$ cat src/rtl/mips_mc_pkg.sv
// Shared encodings for the multicycle MIPS control path: FSM states, opcodes,
// ALUOp codes (also consumed by the ALU-control decoder) and mux selects.
package mips_mc_pkg;

  typedef enum logic [3:0] {
    S_FETCH     = 4'd0,
    S_DECODE    = 4'd1,
    S_MEM_ADDR  = 4'd2,
    S_MEM_READ  = 4'd3,
    S_MEM_WB    = 4'd4,
    S_MEM_WRITE = 4'd5,
    S_EXECUTE   = 4'd6,
    S_ALU_WB    = 4'd7,
    S_BRANCH    = 4'd8,
    S_JUMP      = 4'd9,
    S_ADDI_EX   = 4'd10,
    S_ADDI_WB   = 4'd11
  } state_t;

  localparam logic [5:0] OP_RTYPE = 6'b000000;
  localparam logic [5:0] OP_LW    = 6'b100011;
  localparam logic [5:0] OP_SW    = 6'b101011;
  localparam logic [5:0] OP_BEQ   = 6'b000100;
  localparam logic [5:0] OP_J     = 6'b000010;
  localparam logic [5:0] OP_ADDI  = 6'b001000;

  localparam logic [1:0] ALUOP_ADD   = 2'b00;
  localparam logic [1:0] ALUOP_SUB   = 2'b01;
  localparam logic [1:0] ALUOP_FUNCT = 2'b10;

  localparam logic [1:0] SRCB_REG    = 2'b00;
  localparam logic [1:0] SRCB_FOUR   = 2'b01;
  localparam logic [1:0] SRCB_IMM    = 2'b10;
  localparam logic [1:0] SRCB_IMM_SH = 2'b11;

  localparam logic [1:0] PCSRC_ALU    = 2'b00;
  localparam logic [1:0] PCSRC_ALUOUT = 2'b01;
  localparam logic [1:0] PCSRC_JUMP   = 2'b10;

  function automatic logic op_supported(input logic [5:0] op);
    return op inside {OP_RTYPE, OP_LW, OP_SW, OP_BEQ, OP_J, OP_ADDI};
  endfunction

endpackage

$ cat src/rtl/mips_mc_main_control.sv
// Multicycle MIPS main control FSM: sequences fetch/decode/execute/memory/writeback,
// stalls on mem_ready and counts retired instructions.
module mips_mc_main_control
  import mips_mc_pkg::*;
#(
  parameter int CNT_W = 32
) (
  input  logic             clk,
  input  logic             reset,
  input  logic [5:0]       opcode,
  input  logic             mem_ready,
  output logic [1:0]       ALUOp,
  output logic             ALUSrcA,
  output logic [1:0]       ALUSrcB,
  output logic             IorD,
  output logic             MemRead,
  output logic             MemWrite,
  output logic             IRWrite,
  output logic             MemtoReg,
  output logic             RegDst,
  output logic             RegWrite,
  output logic             PCWrite,
  output logic             PCWriteCond,
  output logic [1:0]       PCSource,
  output logic             illegal_op,
  output logic [3:0]       state_dbg,
  output logic [CNT_W-1:0] instr_count
);

  state_t state;
  state_t next_state;
  logic   retire;

  always_ff @(posedge clk) begin
    if (reset) state <= S_FETCH;
    else       state <= next_state;
  end

  // Reset wins over a retirement landing in the same cycle.
  always_ff @(posedge clk) begin
    if (reset)       instr_count <= '0;
    else if (retire) instr_count <= instr_count + CNT_W'(1);
  end

  always_comb begin
    next_state = S_FETCH;
    retire     = 1'b0;
    case (state)
      S_FETCH:     next_state = mem_ready ? S_DECODE : S_FETCH;
      S_DECODE: begin
        case (opcode)
          OP_RTYPE:     next_state = S_EXECUTE;
          OP_LW, OP_SW: next_state = S_MEM_ADDR;
          OP_BEQ:       next_state = S_BRANCH;
          OP_J:         next_state = S_JUMP;
          OP_ADDI:      next_state = S_ADDI_EX;
          default:      next_state = S_FETCH;
        endcase
      end
      S_MEM_ADDR:  next_state = (opcode == OP_LW) ? S_MEM_READ : S_MEM_WRITE;
      S_MEM_READ:  next_state = mem_ready ? S_MEM_WB : S_MEM_READ;
      S_MEM_WRITE: begin
        next_state = mem_ready ? S_FETCH : S_MEM_WRITE;
        retire     = mem_ready;
      end
      S_EXECUTE:   next_state = S_ALU_WB;
      S_ADDI_EX:   next_state = S_ADDI_WB;
      S_MEM_WB, S_ALU_WB, S_BRANCH, S_JUMP, S_ADDI_WB: begin
        next_state = S_FETCH;
        retire     = 1'b1;
      end
      default:     next_state = S_FETCH;
    endcase
  end

  // Everything is held low during reset so an abandoned instruction writes nothing.
  always_comb begin
    ALUOp       = ALUOP_ADD;
    ALUSrcA     = 1'b0;
    ALUSrcB     = SRCB_REG;
    IorD        = 1'b0;
    MemRead     = 1'b0;
    MemWrite    = 1'b0;
    IRWrite     = 1'b0;
    MemtoReg    = 1'b0;
    RegDst      = 1'b0;
    RegWrite    = 1'b0;
    PCWrite     = 1'b0;
    PCWriteCond = 1'b0;
    PCSource    = PCSRC_ALU;
    illegal_op  = 1'b0;
    if (!reset) begin
      case (state)
        S_FETCH: begin
          MemRead = 1'b1;
          ALUSrcB = SRCB_FOUR;
          IRWrite = mem_ready;
          PCWrite = mem_ready;
        end
        S_DECODE: begin
          ALUSrcB    = SRCB_IMM_SH;
          illegal_op = !op_supported(opcode);
        end
        S_MEM_ADDR, S_ADDI_EX: begin
          ALUSrcA = 1'b1;
          ALUSrcB = SRCB_IMM;
        end
        S_MEM_READ: begin
          MemRead = 1'b1;
          IorD    = 1'b1;
        end
        S_MEM_WB: begin
          RegWrite = 1'b1;
          MemtoReg = 1'b1;
        end
        S_MEM_WRITE: begin
          MemWrite = 1'b1;
          IorD     = 1'b1;
        end
        S_EXECUTE: begin
          ALUSrcA = 1'b1;
          ALUOp   = ALUOP_FUNCT;
        end
        S_ALU_WB: begin
          RegWrite = 1'b1;
          RegDst   = 1'b1;
        end
        S_BRANCH: begin
          ALUSrcA     = 1'b1;
          ALUOp       = ALUOP_SUB;
          PCWriteCond = 1'b1;
          PCSource    = PCSRC_ALUOUT;
        end
        S_JUMP: begin
          PCWrite  = 1'b1;
          PCSource = PCSRC_JUMP;
        end
        S_ADDI_WB: RegWrite = 1'b1;
        default: ;
      endcase
    end
  end

  assign state_dbg = state;

endmodule

$ cat config.mk
export PLATFORM = sky130hd
export DESIGN_NAME = mips_mc_main_control
export DESIGN_NICKNAME = d
export VERILOG_FILES = /design/src/rtl/mips_mc_pkg.sv /design/src/rtl/mips_mc_main_control.sv
export SDC_FILE = /design/constraint.sdc
export NUM_CORES = 1
export LEC_CHECK = 0
export ABC_AREA = 1
export ABC_CLOCK_PERIOD_IN_PS = 2700
export CAP_MARGIN = 0
export CORE_MARGIN = 2
export CORE_UTILIZATION = 60
export CTS_CLUSTER_SIZE = 20
export DETAILED_ROUTE_END_ITERATION = 7
export DONT_BUFFER_PORTS = 1
export GPL_TIMING_DRIVEN = 0
export PLACE_DENSITY = 0.73
export REMOVE_ABC_BUFFERS = 1
export SLEW_MARGIN = 20
export SYNTH_ARGS = -nofsm -noshare
export SYNTH_HDL_FRONTEND = slang
export SYNTH_SLANG_ARGS = --single-unit
$ cat constraint.sdc
create_clock -name clk -period 2.7 [get_ports clk]
set_input_delay 0.135 -clock clk [delete_from_list [all_inputs] [get_ports clk]]
set_output_delay 0.135 -clock clk [all_outputs]
set_load 0.02 [all_outputs]
==> results of run 1 <==
-- area by class of cell --
type | instances | area, um^2 | share of cell area
Multi-Input combinational cell | 346 | 1530 | 0.591
Sequential cell | 36 | 721 | 0.279
Inverter | 46 | 173 | 0.0669
Clock buffer | 8 | 90.1 | 0.0349
Tap cell | 50 | 62.6 | 0.0242
Timing Repair Buffer | 1 | 10.0 | 0.00388
-- flip-flops by register name, indices dropped and copies added (netlist names) --
| register | flops |
|---|---|
| state_dbg | 4 |
| instr_count | 32 |
-- what timing repair did --
action,4_1_cts,5_1_grt
resized for setup,0,1
setup buffers,0,0
setup endpoints to repair,0,1
hold buffers,1,0
endpoints found under the hold margin,22,0
-- power by group through the flow --
stage               clock network [mW]  logic [mW]  registers, mW
global placement                     0      0.0420          0.548
floorplan                            0      0.0356          0.548
finish                           0.398      0.0495          0.536
global route                     0.423      0.0556          0.536
CTS                              0.405      0.0491          0.536
detailed placement                   0      0.0423          0.548
-- worst max-delay path: stages, from the launching register on --
cell and delay, ns:
sky130_fd_sc_hd__dfxtp_1 0.47, sky130_fd_sc_hd__inv_2 0.10, sky130_fd_sc_hd__nor2_1 0.27, sky130_fd_sc_hd__nand2_1 0.15
sky130_fd_sc_hd__nor2_1 0.83
-- path summary, 6_finish.rpt --
check             startpoint              end  slack, ns  cells after the start
max             state_dbg[3]         ALUOp[0]       0.47                      4
min reg2reg  instr_count[13]  instr_count[13]       0.59                      2
max reg2reg     state_dbg[1]  instr_count[10]       0.66                      8
min                mem_ready     state_dbg[0]       0.14                      3
-- per-stage QoR --
step | utilization | instance area, um^2 | hold slack (ns) | power, mW
final | 0.646 | 2580 | 0.138 | 0.983
after global routing | 0.646 | 2580 | 0.159 | 1.01
after CTS | 0.644 | 2570 | 0.137 | 0.990
after detailed placement | 0.619 | 2470 | 0.210 | 0.590
after global placement | 0.619 | 2470 | 0.210 | 0.590
after floorplan | - | 2410 | 0.204 | 0.583
-- cells in the final DEF, fill, tap and decap left out --
cell type / synthesis / layout
sky130_fd_sc_hd__nor2_4: 1 / 1
sky130_fd_sc_hd__nor3_1: 8 / 8
sky130_fd_sc_hd__clkbuf_1: 3 / 2
sky130_fd_sc_hd__dfxtp_1: 36 / 36
sky130_fd_sc_hd__nand3_1: 25 / 25
sky130_fd_sc_hd__a21oi_1: 33 / 33
sky130_fd_sc_hd__clkbuf_8: 0 / 6
sky130_fd_sc_hd__nor3_4: 1 / 1
sky130_fd_sc_hd__ha_1: 1 / 1
sky130_fd_sc_hd__o21ai_1: 3 / 3
sky130_fd_sc_hd__dlygate4sd3_1: 0 / 1
sky130_fd_sc_hd__nand3_4: 0 / 1
sky130_fd_sc_hd__inv_1: 40 / 40
sky130_fd_sc_hd__nand2_2: 1 / 1
sky130_fd_sc_hd__nand2_1: 157 / 157
sky130_fd_sc_hd__nor3b_1: 1 / 1
sky130_fd_sc_hd__nor2_1: 86 / 86
sky130_fd_sc_hd__inv_2: 6 / 6
sky130_fd_sc_hd__o211ai_1: 1 / 1
sky130_fd_sc_hd__xnor2_1: 5 / 5
sky130_fd_sc_hd__xor2_1: 4 / 4
sky130_fd_sc_hd__nand4_1: 5 / 5
sky130_fd_sc_hd__o22ai_1: 1 / 1
sky130_fd_sc_hd__a31oi_1: 3 / 3
sky130_fd_sc_hd__o21ai_0: 2 / 2
sky130_fd_sc_hd__nor2_2: 6 / 6
sky130_fd_sc_hd__o21a_1: 1 / 1
-- kinds of logic (layout without fill, tap and decap cells) --
group | after synthesis | in the layout
and+or+nand+nor | 292 | 292
buffers and inverters | 57 | 55
AOI/OAI and AO/OA | 44 | 44
DFF | 36 | 36
xor gates and xnor gates | 9 | 9
adders and majority gates | 1 | 1
-- layer usage --
layer  vias to the layer above  wire (um)  share of wire
met3                        10        433          0.071
met2                        89       2830           0.46
met1                      1144       2740           0.45
met4                         0         81          0.013
met5                         -          0              0
li1                       1369          -              -
==> impl_table.tex, run 1 <==
\begin{tabular}{lr}
\hline
Metric & Value \\
\hline
\multicolumn{2}{l}{\textbf{Status}} \\
Outcome & finished, final reports clean \\
\multicolumn{2}{l}{\textbf{Flow run}} \\
Count of max-cap constraint violations & 0 \\
\multicolumn{2}{l}{\textbf{Placed design}} \\
Post-DP HPWL & 4500 um \\
Minimum setup slack after placement & around 0.33 ns \\
Weighted congestion reported at the end of routability-driven placement & approximately 0.87 \\
Number of buffers inserted by port buffering & 0 \\
Number of instances in the placed design & 478 \\
\multicolumn{2}{l}{\textbf{Yosys}} \\
Xor/xnor share of the synthesized area & 0.0318 \\
Share of synthesized registers carrying an async set or reset & 0 \\
List of most frequent post-synthesis cells & sky130\_fd\_sc\_hd\_\_nand2\_1, sky130\_fd\_sc\_hd\_\_nor2\_1, sky130\_fd\_sc\_hd\_\_inv\_1 \\
Distinct cell type count after synthesis & 29 \\
Post-synthesis mux area share & 0 \\
Library cell with the largest summed area after synthesis & sky130\_fd\_sc\_hd\_\_dfxtp\_1 \\
Commonest register cell after synthesis & sky130\_fd\_sc\_hd\_\_dfxtp\_1 \\
Syn. warnings & 0 \\
Largest cells by area after synthesis & sky130\_fd\_sc\_hd\_\_dfxtp\_1, sky130\_fd\_sc\_hd\_\_nand2\_1, sky130\_fd\_sc\_hd\_\_nor2\_1 \\
Fraction of synthesized cell area taken by the top area cell type & 0.291 \\
Sequential share of the synthesized area & 0.291 \\
Count of flip-flops with a built-in enable after synthesis & 0 \\
Post-synthesis compound-gate area fraction & 0.0928 \\
Adder-cell share of the synthesized area & 0.00505 \\
Avg Synthesized Cell Area & roughly 5.6 um\^{}2 \\
Synthesized-area fraction occupied by and/or/nand/nor cells & 0.483 \\
Register bit count reported by yosys & 36 \\
Dominant combinational cell family by area after synthesis & simple AND/OR/NAND/NOR gates \\
Most frequent cell after synthesis & sky130\_fd\_sc\_hd\_\_nand2\_1 \\
Area of the mapped netlist & 0.00248 mm\^{}2 \\
Synthesized instance count & around 440 \\
\multicolumn{2}{l}{\textbf{Timing}} \\
Max-Slew Margin vs Limit & 0.284 \\
Fmax & around 450 MHz \\
Number of pins with negative max-slew slack in the final report & 0 \\
Setup repair after global routing missed its margin & no \\
Final Skew & between 0.005 and 0.006 ns \\
Final setup viols & 0 \\
Setup\_tns & 0 ns \\
Final period utilization & 0.827 \\
Tightest Pin Transition & about 1.1 ns \\
Setup ws final & roughly 0.47 ns \\
Endpoints failing hold & 0 \\
Crit path time final & approximately 2.2 ns \\
\multicolumn{2}{l}{\textbf{Detailed routing}} \\
Routed via count divided by cell count & 5.36 \\
Count of vias placed by the detailed router & 2,612 \\
First-pass iteration count of the detailed router & 5 \\
Total Routed Length & roughly 6000 um \\
Iteration-0 DRC count of the detailed router & $\sim$150 \\
DRC violations left & 0 \\
ANT nets after route & 0 \\
Routed len/inst & about 12 um \\
\multicolumn{2}{l}{\textbf{Worst setup path}} \\
Required time worst endpoint & around 2.6 ns \\
Setup crit end kind & primary output \\
Worst Path Arrival & $\sim$2.1 ns \\
Setup crit start kind & register \\
Crit path max fanout & 5 \\
Kind of critical path & reg2out \\
\multicolumn{2}{l}{\textbf{Cells and area}} \\
Net total in the final layout & between 400 and 500 \\
Share of layout cells above drive strength 1 & 0.0503 \\
Synthesis-to-finish area growth & 4.14\% \\
Number of antenna diodes & 0 \\
Final instance count without filler cells & 487 \\
Number of fill cells in the layout & slightly above 400 \\
\multicolumn{2}{l}{\textbf{Global route}} \\
GRT Overall Usage & 0.280 \\
Met2 Use GR & 0.473 \\
Number of antenna violations at the first check in global routing & 0 \\
Met3 global-route usage & 0.0954 \\
Pin count of the biggest net entering global routing & 42 \\
Most congested layer reported by global routing & met2 \\
First-pass GRT wire length & roughly 10000 um \\
Gr ovfl total & 0 \\
Met1 Resource Use GR & 0.336 \\
Vias in the first global route & between 2,000 and 2,500 \\
\multicolumn{2}{l}{\textbf{Die}} \\
Effective utilization at floorplan & 0.620 \\
Vertical die dimension & a little under 70 um \\
Width of the die & 68.3 um \\
Area of the die & 0.00466 mm\^{}2 \\
Number of core rows & 23 \\
Top Ports & just over 60 \\
Area of the core region & approximately 0.0040 mm\^{}2 \\
\multicolumn{2}{l}{\textbf{Power}} \\
Comb pwr share & 0.050 \\
Int Power & between 0.7 and 0.8 mW \\
Worst ir drop on vdd & 0.245 mV \\
Net load switching power & around 0.23 mW \\
Sequential Power Share & 0.545 \\
Leakage power of the design & between 0.8 and 0.9 nW \\
Power density relative to cell area & 381 mW/mm\^{}2 \\
Switching part of the total & 0.235 \\
Clock power share & 0.405 \\
\multicolumn{2}{l}{\textbf{Clock network}} \\
Number of buffers created by CTS & 5 \\
Cell chosen for the clock root & sky130\_fd\_sc\_hd\_\_clkbuf\_8 \\
Number of H-tree levels & 2 \\
Insertion delay of the later-clocked pin in the worst-skew pair & approximately 0.29 ns \\
CTS max path bufs & 2 \\
Clock transition at the register clock pins on the worst setup and hold paths after CTS & 0.06 ns \\
CTS tree & done \\
Sink Count & 36 \\
\multicolumn{2}{l}{\textbf{Min path}} \\
Type of the worst min-delay path & in2reg \\
\hline
\end{tabular}
Power figures use the tool's default switching activity.
==> run 2, diff against run 1 <==
ABC_CLOCK_PERIOD_IN_PS = 2000   (was 2700)
CORE_UTILIZATION = 57   (was 60)
PLACE_DENSITY = 0.72   (was 0.73)
clock period = 2 ns   (was 2.7 ns; I/O delays follow)
==> run 2 against run 1 <==
Critical path depth up 4. Clock power up 35%. Via count up 0.34%. Total power up 35%. Sequential power up 35%. Worst setup slack worse by 0.28 ns. Sequential share of layout area down 0.29 points. Non-clock buffer count unchanged. Utilization down 0.26 points. Cell count up 0.41%. Combinational power up 38%.
==> impl_table.tex, run 2 (same netlist as run 1, synthesis figures left out) <==
\begin{tabular}{lr}
\hline
Metric & Value \\
\hline
\multicolumn{2}{l}{\textbf{Timing}} \\
Fmax & 551 MHz \\
Setup\_tns & 0 ns (unchanged) \\
Final period utilization & 0.907 \\
Crit path time final & 1.81 ns \\
Number of pins with negative max-slew slack in the final report & 0 (unchanged) \\
Tightest Pin Transition & 0.918 ns (-0.152 ns) \\
Final Skew & 0.00303 ns (-0.00234 ns) \\
Final setup viols & 0 (unchanged) \\
Endpoints failing hold & 0 (unchanged) \\
Max-Slew Margin vs Limit & 0.386 (+0.102) \\
Setup ws final & 0.186 ns (-0.281 ns) \\
Setup repair after global routing missed its margin & no \\
\multicolumn{2}{l}{\textbf{Clock network}} \\
Post-CTS setup repair buffer count & 0 (unchanged) \\
Number of buffers created by CTS & 5 (unchanged) \\
CTS tree & done \\
Clock transition at the register clock pins on the worst setup and hold paths after CTS & 0.07 ns (about the same) \\
CTS max path bufs & 2 (unchanged) \\
Cell chosen for the clock root & sky130\_fd\_sc\_hd\_\_clkbuf\_8 \\
Number of H-tree levels & 2 (unchanged) \\
Sink Count & 36 (unchanged) \\
Insertion delay of the later-clocked pin in the worst-skew pair & 0.29 ns (about the same) \\
\multicolumn{2}{l}{\textbf{Placed design}} \\
Number of buffers inserted by port buffering & 0 (unchanged) \\
Weighted congestion reported at the end of routability-driven placement & 0.983 (+13\%) \\
Number of instances in the placed design & 478 (unchanged) \\
Post-DP HPWL & 4580 um (+1.9\%) \\
Minimum setup slack after placement & -0.417 ns (-0.749 ns) \\
\multicolumn{2}{l}{\textbf{Power}} \\
Leakage power of the design & 0.907 nW (+3.6\%) \\
Sequential Power Share & 0.545 (about the same) \\
Int Power & 1.02 mW (+35\%) \\
Switching part of the total & 0.235 (+0.000465) \\
Comb pwr share & 0.051 (about the same) \\
Clock power share & 0.404 (about the same) \\
Design Power & 1.33 mW (+35\%) \\
Net load switching power & 0.312 mW (+35\%) \\
Worst ir drop on vdd & 0.328 mV (+34\%) \\
Power density relative to cell area & 506 mW/mm\^{}2 (+33\%) \\
\multicolumn{2}{l}{\textbf{Global route}} \\
Vias in the first global route & 2,254 (-2.0\%) \\
Gr ovfl total & 0 (unchanged) \\
Number of antenna violations at the first check in global routing & 0 (unchanged) \\
GRT Overall Usage & 0.256 (-0.0237) \\
First-pass GRT wire length & 10,300 um (+3.5\%) \\
Pin count of the biggest net entering global routing & 42 (unchanged) \\
\multicolumn{2}{l}{\textbf{Cells and area}} \\
Net total in the final layout & 448 (+0.45\%) \\
Share of layout cells above drive strength 1 & 0.0683 (+0.0180) \\
Most frequent cells in the layout & sky130\_fd\_sc\_hd\_\_nand2\_1, sky130\_fd\_sc\_hd\_\_nor2\_1, sky130\_fd\_sc\_hd\_\_inv\_1, sky130\_fd\_sc\_hd\_\_a21oi\_1, sky130\_fd\_sc\_hd\_\_dfxtp\_1 \\
Number of fill cells in the layout & 420 (+2.2\%) \\
Largest register FFs & 32 (unchanged) \\
Synthesis-to-finish area growth & 5.95\% \\
Most flop-heavy register & instr\_count \\
Most common cell after layout, fill and taps aside & sky130\_fd\_sc\_hd\_\_nand2\_1 \\
Final instance count without filler cells & 489 (+0.41\%) \\
Number of antenna diodes & 0 (unchanged) \\
\multicolumn{2}{l}{\textbf{Detailed routing}} \\
First-pass iteration count of the detailed router & 5 (unchanged) \\
DRC violations left & 0 (unchanged) \\
Routed len/inst & 13.4 um (+7.4\%) \\
Routed via count divided by cell count & 5.36 (about the same) \\
ANT nets after route & 0 (unchanged) \\
Total Routed Length & 6560 um (+7.9\%) \\
Count of vias placed by the detailed router & 2,621 (+0.34\%) \\
Iteration-0 DRC count of the detailed router & 180 (+22\%) \\
\multicolumn{2}{l}{\textbf{Worst setup path}} \\
Reg2reg end & instr\_count[0] \\
Worst Path Arrival & 2.03 ns (-0.07 ns) \\
Crit path max fanout & 17 (+12) \\
Kind of critical path & reg2reg \\
Setup slack of the worst register-to-register path & 0.19 ns (-0.47 ns) \\
Required time worst endpoint & 2.22 ns (-0.35 ns) \\
Setup crit start kind & register \\
Launching instance or port of the critical path & state\_dbg[3] \\
Reg-to-reg startpoint & state\_dbg[3] \\
Setup crit end kind & register \\
Crit path largest cell delay & 0.47 ns (-0.36 ns) \\
Slowest stage cell, crit path & sky130\_fd\_sc\_hd\_\_dfxtp\_1 \\
Worst r2r path cells & 8 (unchanged) \\
Worst-path cell chain & inv\_2 > nand2\_1 > inv\_2 > nand2\_1 > nand3\_4 > inv\_4 > o21ai\_0 > a21oi\_1 \\
Destination of the critical timing path & instr\_count[0] \\
\multicolumn{2}{l}{\textbf{Die}} \\
Width of the die & 70.0 um (+2.4\%) \\
Vertical die dimension & 70.0 um (+2.4\%) \\
Number of core rows & 23 (unchanged) \\
Top Ports & 62 (unchanged) \\
Area of the core region & 0.00409 mm\^{}2 (+2.2\%) \\
Area of the die & 0.00489 mm\^{}2 (+5.0\%) \\
Effective utilization at floorplan & 0.607 (-0.0131) \\
\multicolumn{2}{l}{\textbf{Min path}} \\
Type of the worst min-delay path & in2reg \\
\multicolumn{2}{l}{\textbf{Status}} \\
Outcome & finished, final reports clean \\
\multicolumn{2}{l}{\textbf{Flow run}} \\
Count of max-cap constraint violations & 0 (unchanged) \\
\hline
\end{tabular}
==> run 2: layout make-up <==
| cell class | count | area (um^2) | share of cell area |
|---|---|---|---|
| sequential | 36 | 726 | 0.276 |
| clock buffer | 8 | 90.1 | 0.0343 |
| tap | 50 | 62.6 | 0.0238 |
| inverter | 46 | 175 | 0.0667 |
| timing repair buffer | 1 | 10.0 | 0.00381 |
| multi-input combinational | 348 | 1560 | 0.595 |
==> run 2: worst min path at each step <==
stage	startpoint	endpoint	slack (ns)	depth (start not counted)
detailed placement	reset	state_dbg[3]	0.18	1
global route	mem_ready	state_dbg[0]	0.1	3
finish	mem_ready	state_dbg[0]	0.1	3
global placement	reset	instr_count[27]	0.18	1
floorplan	reset	instr_count[10]	0.17	1
CTS	mem_ready	state_dbg[0]	0.1	3
==> run 2: metal layers <==
layer	global-route usage	routed length, um	vias up
met3	0.0794	523	8
met2	0.407	2980	91
met4	0.0748	77	0
met1	0.333	2980	1148
met5	0	0	-
li1	-	-	1374
==> run 2: power groups by stage <==
stage	clock (mW)	combinational [mW]	sequential (mW)
floorplan	0	0.0480	0.739
global placement	0	0.0569	0.740
detailed placement	0	0.0573	0.740
CTS	0.543	0.0670	0.724
global route	0.576	0.0766	0.724
finish	0.537	0.0682	0.724
==> run 2: critical path: cells and delay by family (launching register included) <==
kind | cells | cell delay, ns
AO/OA/AOI/OAI | 2 | 0.24
buffers and inverters | 3 | 0.40
AND/OR/NAND/NOR | 3 | 0.62
flip-flops | 1 | 0.47
==> run 2: metrics by stage <==
stage	area (um^2)	hold WS, ns	utilization
after floorplan	2410	0.169	-
after global placement	2470	0.175	0.606
after detailed placement	2470	0.176	0.606
after CTS	2590	0.0983	0.633
after global routing	2630	0.0971	0.643
final	2630	0.0951	0.643
==> run 2: timing repair <==
item | 4_1_cts | 5_1_grt
pin swaps | 1 | 1
hold buffers | 1 | 0
endpoints found under the hold margin | 22 | 0
endpoints found under the setup margin | 35 | 27
gates cloned | 0 | 2
gates resized for setup | 3 | 7
==> run 3, diff against run 2 <==
CORE_UTILIZATION = 35   (was 57)
PLACE_DENSITY = 0.48   (was 0.72)
==> run 3 against run 2 <==
Critical path depth did not move. Sequential cell count did not move. First-iteration DRC count fell by 41%. Clock power rose by 21%. Register-to-register slack got worse by 0.06 ns. Fmax fell by 3.0%. Non-clock buffer count did not move. Critical path type unchanged. Critical endpoint unchanged. Highest routed layer unchanged.
==> impl_table.tex, run 3 (same netlist as run 1, synthesis figures left out) <==
\begin{tabular}{lr}
\hline
Metric & Value \\
\hline
\multicolumn{2}{l}{\textbf{Worst setup path}} \\
Setup crit start kind & register \\
Setup slack of the worst register-to-register path & 0.13 ns (-0.06 ns) \\
Required time worst endpoint & 2.22 ns (about the same) \\
CP top delay family & simple AND/OR/NAND/NOR gates \\
Worst Path Arrival & 2.09 ns (+0.06 ns) \\
Most common cell on crit path & sky130\_fd\_sc\_hd\_\_inv\_2 \\
Launching instance or port of the critical path & state\_dbg[1] \\
Kind of critical path & reg2reg \\
Crit path largest cell delay & 0.50 ns (+0.03 ns) \\
Slowest stage cell, crit path & sky130\_fd\_sc\_hd\_\_dfxtp\_1 \\
Reg-to-reg startpoint & state\_dbg[1] \\
Crit path max fanout & 17 (unchanged) \\
Setup crit end kind & register \\
Worst path buffer plus inverter count & 3 (unchanged) \\
Reg2reg end & instr\_count[0] \\
Worst r2r path cells & 8 (unchanged) \\
Worst-path cell chain & inv\_2 > nor2\_2 > inv\_2 > nand2\_1 > nand3\_4 > inv\_6 > o21ai\_0 > a21oi\_1 \\
\multicolumn{2}{l}{\textbf{Timing}} \\
Crit path time final & 1.87 ns (+0.0566 ns) \\
Number of pins with negative max-slew slack in the final report & 0 (unchanged) \\
Tightest Pin Transition & 0.959 ns (+0.0413 ns) \\
Setup repair after global routing missed its margin & no \\
Setup\_tns & 0 ns (unchanged) \\
Endpoints failing hold & 0 (unchanged) \\
Final setup viols & 0 (unchanged) \\
Final period utilization & 0.935 (+0.0283) \\
Setup ws final & 0.130 ns (-0.0566 ns) \\
Fmax & 535 MHz (-3.0\%) \\
Final Skew & 0.0187 ns (+0.0157 ns) \\
Max-Slew Margin vs Limit & 0.358 (-0.0276) \\
\multicolumn{2}{l}{\textbf{Die}} \\
Vertical die dimension & 88.2 um (+26\%) \\
Width of the die & 88.2 um (+26\%) \\
Area of the die & 0.00777 mm\^{}2 (+59\%) \\
Top Ports & 62 (unchanged) \\
Effective utilization at floorplan & 0.363 (-0.244) \\
Number of core rows & 30 (+30\%) \\
Area of the core region & 0.00683 mm\^{}2 (+67\%) \\
\multicolumn{2}{l}{\textbf{Global route}} \\
First-pass GRT wire length & 11,800 um (+15\%) \\
GRT Overall Usage & 0.196 (-0.0605) \\
Gr ovfl total & 0 (unchanged) \\
Pin count of the biggest net entering global routing & 23 (-45\%) \\
Number of antenna violations at the first check in global routing & 0 (unchanged) \\
Vias in the first global route & 2,427 (+7.7\%) \\
\multicolumn{2}{l}{\textbf{Clock network}} \\
Sink Count & 36 (unchanged) \\
Number of H-tree levels & 2 (unchanged) \\
CTS max path bufs & 2 (unchanged) \\
Insertion delay of the later-clocked pin in the worst-skew pair & 0.30 ns (about the same) \\
Cell chosen for the clock root & sky130\_fd\_sc\_hd\_\_clkbuf\_8 \\
Number of buffers created by CTS & 5 (unchanged) \\
Clock transition at the register clock pins on the worst setup and hold paths after CTS & 0.07 ns (about the same) \\
CTS tree & done \\
\multicolumn{2}{l}{\textbf{Cells and area}} \\
Most common cell after layout, fill and taps aside & sky130\_fd\_sc\_hd\_\_nand2\_1 \\
Final instance count without filler cells & 535 (+9.4\%) \\
Finished Core Util & 0.397 (-0.246) \\
Share of layout cells above drive strength 1 & 0.0729 (+0.00456) \\
Net total in the final layout & 448 (unchanged) \\
Most flop-heavy register & instr\_count \\
Non-Filler Cell Area, Final & 0.00271 mm\^{}2 (+3.1\%) \\
Largest register FFs & 32 (unchanged) \\
Synthesis-to-finish area growth & 9.23\% \\
Most frequent cells in the layout & sky130\_fd\_sc\_hd\_\_nand2\_1, sky130\_fd\_sc\_hd\_\_nor2\_1, sky130\_fd\_sc\_hd\_\_inv\_1, sky130\_fd\_sc\_hd\_\_a21oi\_1, sky130\_fd\_sc\_hd\_\_dfxtp\_1 \\
Number of fill cells in the layout & 794 (+89\%) \\
Number of antenna diodes & 0 (unchanged) \\
\multicolumn{2}{l}{\textbf{Detailed routing}} \\
Count of vias placed by the detailed router & 2,607 (-0.53\%) \\
Routed len/inst & 13.9 um (+3.7\%) \\
First-pass iteration count of the detailed router & 4 (-1) \\
Total Routed Length & 7440 um (+13\%) \\
Routed via count divided by cell count & 4.87 (-9.1\%) \\
Iteration-0 DRC count of the detailed router & 107 (-41\%) \\
ANT nets after route & 0 (unchanged) \\
DRC violations left & 0 (unchanged) \\
\multicolumn{2}{l}{\textbf{Placed design}} \\
Number of buffers inserted by port buffering & 0 (unchanged) \\
Area of placed instances & 0.00253 mm\^{}2 (+2.3\%) \\
Weighted congestion reported at the end of routability-driven placement & 0.845 (-14\%) \\
Post-DP HPWL & 5220 um (+14\%) \\
Number of instances in the placed design & 524 (+9.6\%) \\
Minimum setup slack after placement & -0.528 ns (-0.111 ns) \\
\multicolumn{2}{l}{\textbf{Status}} \\
Outcome & finished, final reports clean \\
\multicolumn{2}{l}{\textbf{Power}} \\
Leakage power of the design & 0.918 nW (+1.2\%) \\
Worst ir drop on vdd & 0.378 mV (+15\%) \\
Power density relative to cell area & 532 mW/mm\^{}2 (+5.3\%) \\
\multicolumn{2}{l}{\textbf{Min path}} \\
Type of the worst min-delay path & in2reg \\
Worst Hold Depth & 4 (+1) \\
Hold path start & mem\_ready \\
Hold Crit Endpoint & state\_dbg[2] \\
\multicolumn{2}{l}{\textbf{Flow run}} \\
Count of max-cap constraint violations & 0 (unchanged) \\
\hline
\end{tabular}
## run 3: cell count changes in the layout (fill, tap and decap cells not counted), sizes merged
| cell | before | now |
|---|---|---|
| bufinv | 0 | 1 |
| clkinv | 0 | 1 |
| clkbuf | 8 | 6 |
## run 3: metrics by stage
step           power, mW  hold slack (ns)
6_report            1.44            0.128
5_1_grt             1.49            0.153
4_1_cts             1.47            0.119
3_5_place_dp       0.799            0.175
3_3_place_gp       0.799            0.176
2_1_floorplan      0.787            0.169
## run 3: where the power goes
group	internal (mW)	switching [mW]	total, mW	leakage [nW]
combinational	0.0169	0.0528	0.0697	0.571
clock	0.370	0.278	0.649	0.0552
sequential	0.718	0.00512	0.724	0.291
total	1.11	0.336	1.44	0.918
## run 3: layout make-up
type                            instances  area [um^2]  area share
Multi-Input combinational cell        348         1570       0.579
Tap cell                               96          120      0.0443
Sequential cell                        36          724       0.267
Clock inverter                          2         35.0      0.0129
Clock buffer                            6         72.6      0.0268
Timing Repair Buffer                    1         10.0     0.00370
Inverter                               46          178      0.0656
## run 3: what timing repair did
action,in CTS,in global routing
pin swaps,1,0
buffers inserted,0,0
resized for setup,3,9
endpoints found under the setup margin,35,25
hold buffers,1,0
cloned,1,1
hold endpoints to repair,22,0
## run 3: worst max path at each step
stage | slack, ns | cells after the start | endpoint
after global placement | -0.51 | 8 | instr_count[0]
after global routing | 0.01 | 8 | instr_count[16]
after floorplan | 0.11 | 8 | instr_count[0]
final | 0.13 | 8 | instr_count[0]
after detailed placement | -0.53 | 8 | instr_count[0]
after CTS | 0.08 | 4 | PCWriteCond
## run 3: layer usage
layer | share of wire | global-route usage
met5 | 0 | 0
met2 | 0.47 | 0.339
met3 | 0.053 | 0.0462
met4 | 0.0067 | 0.0455
met1 | 0.47 | 0.245
## run 3: worst reg2reg max path, delay by kind of cell (launching register included)
kind	cells	cell delay, ns
AOI/OAI and AO/OA	2	0.24
and+or+nand+nor	3	0.69
DFF	1	0.50
buffers and inverters	3	0.37
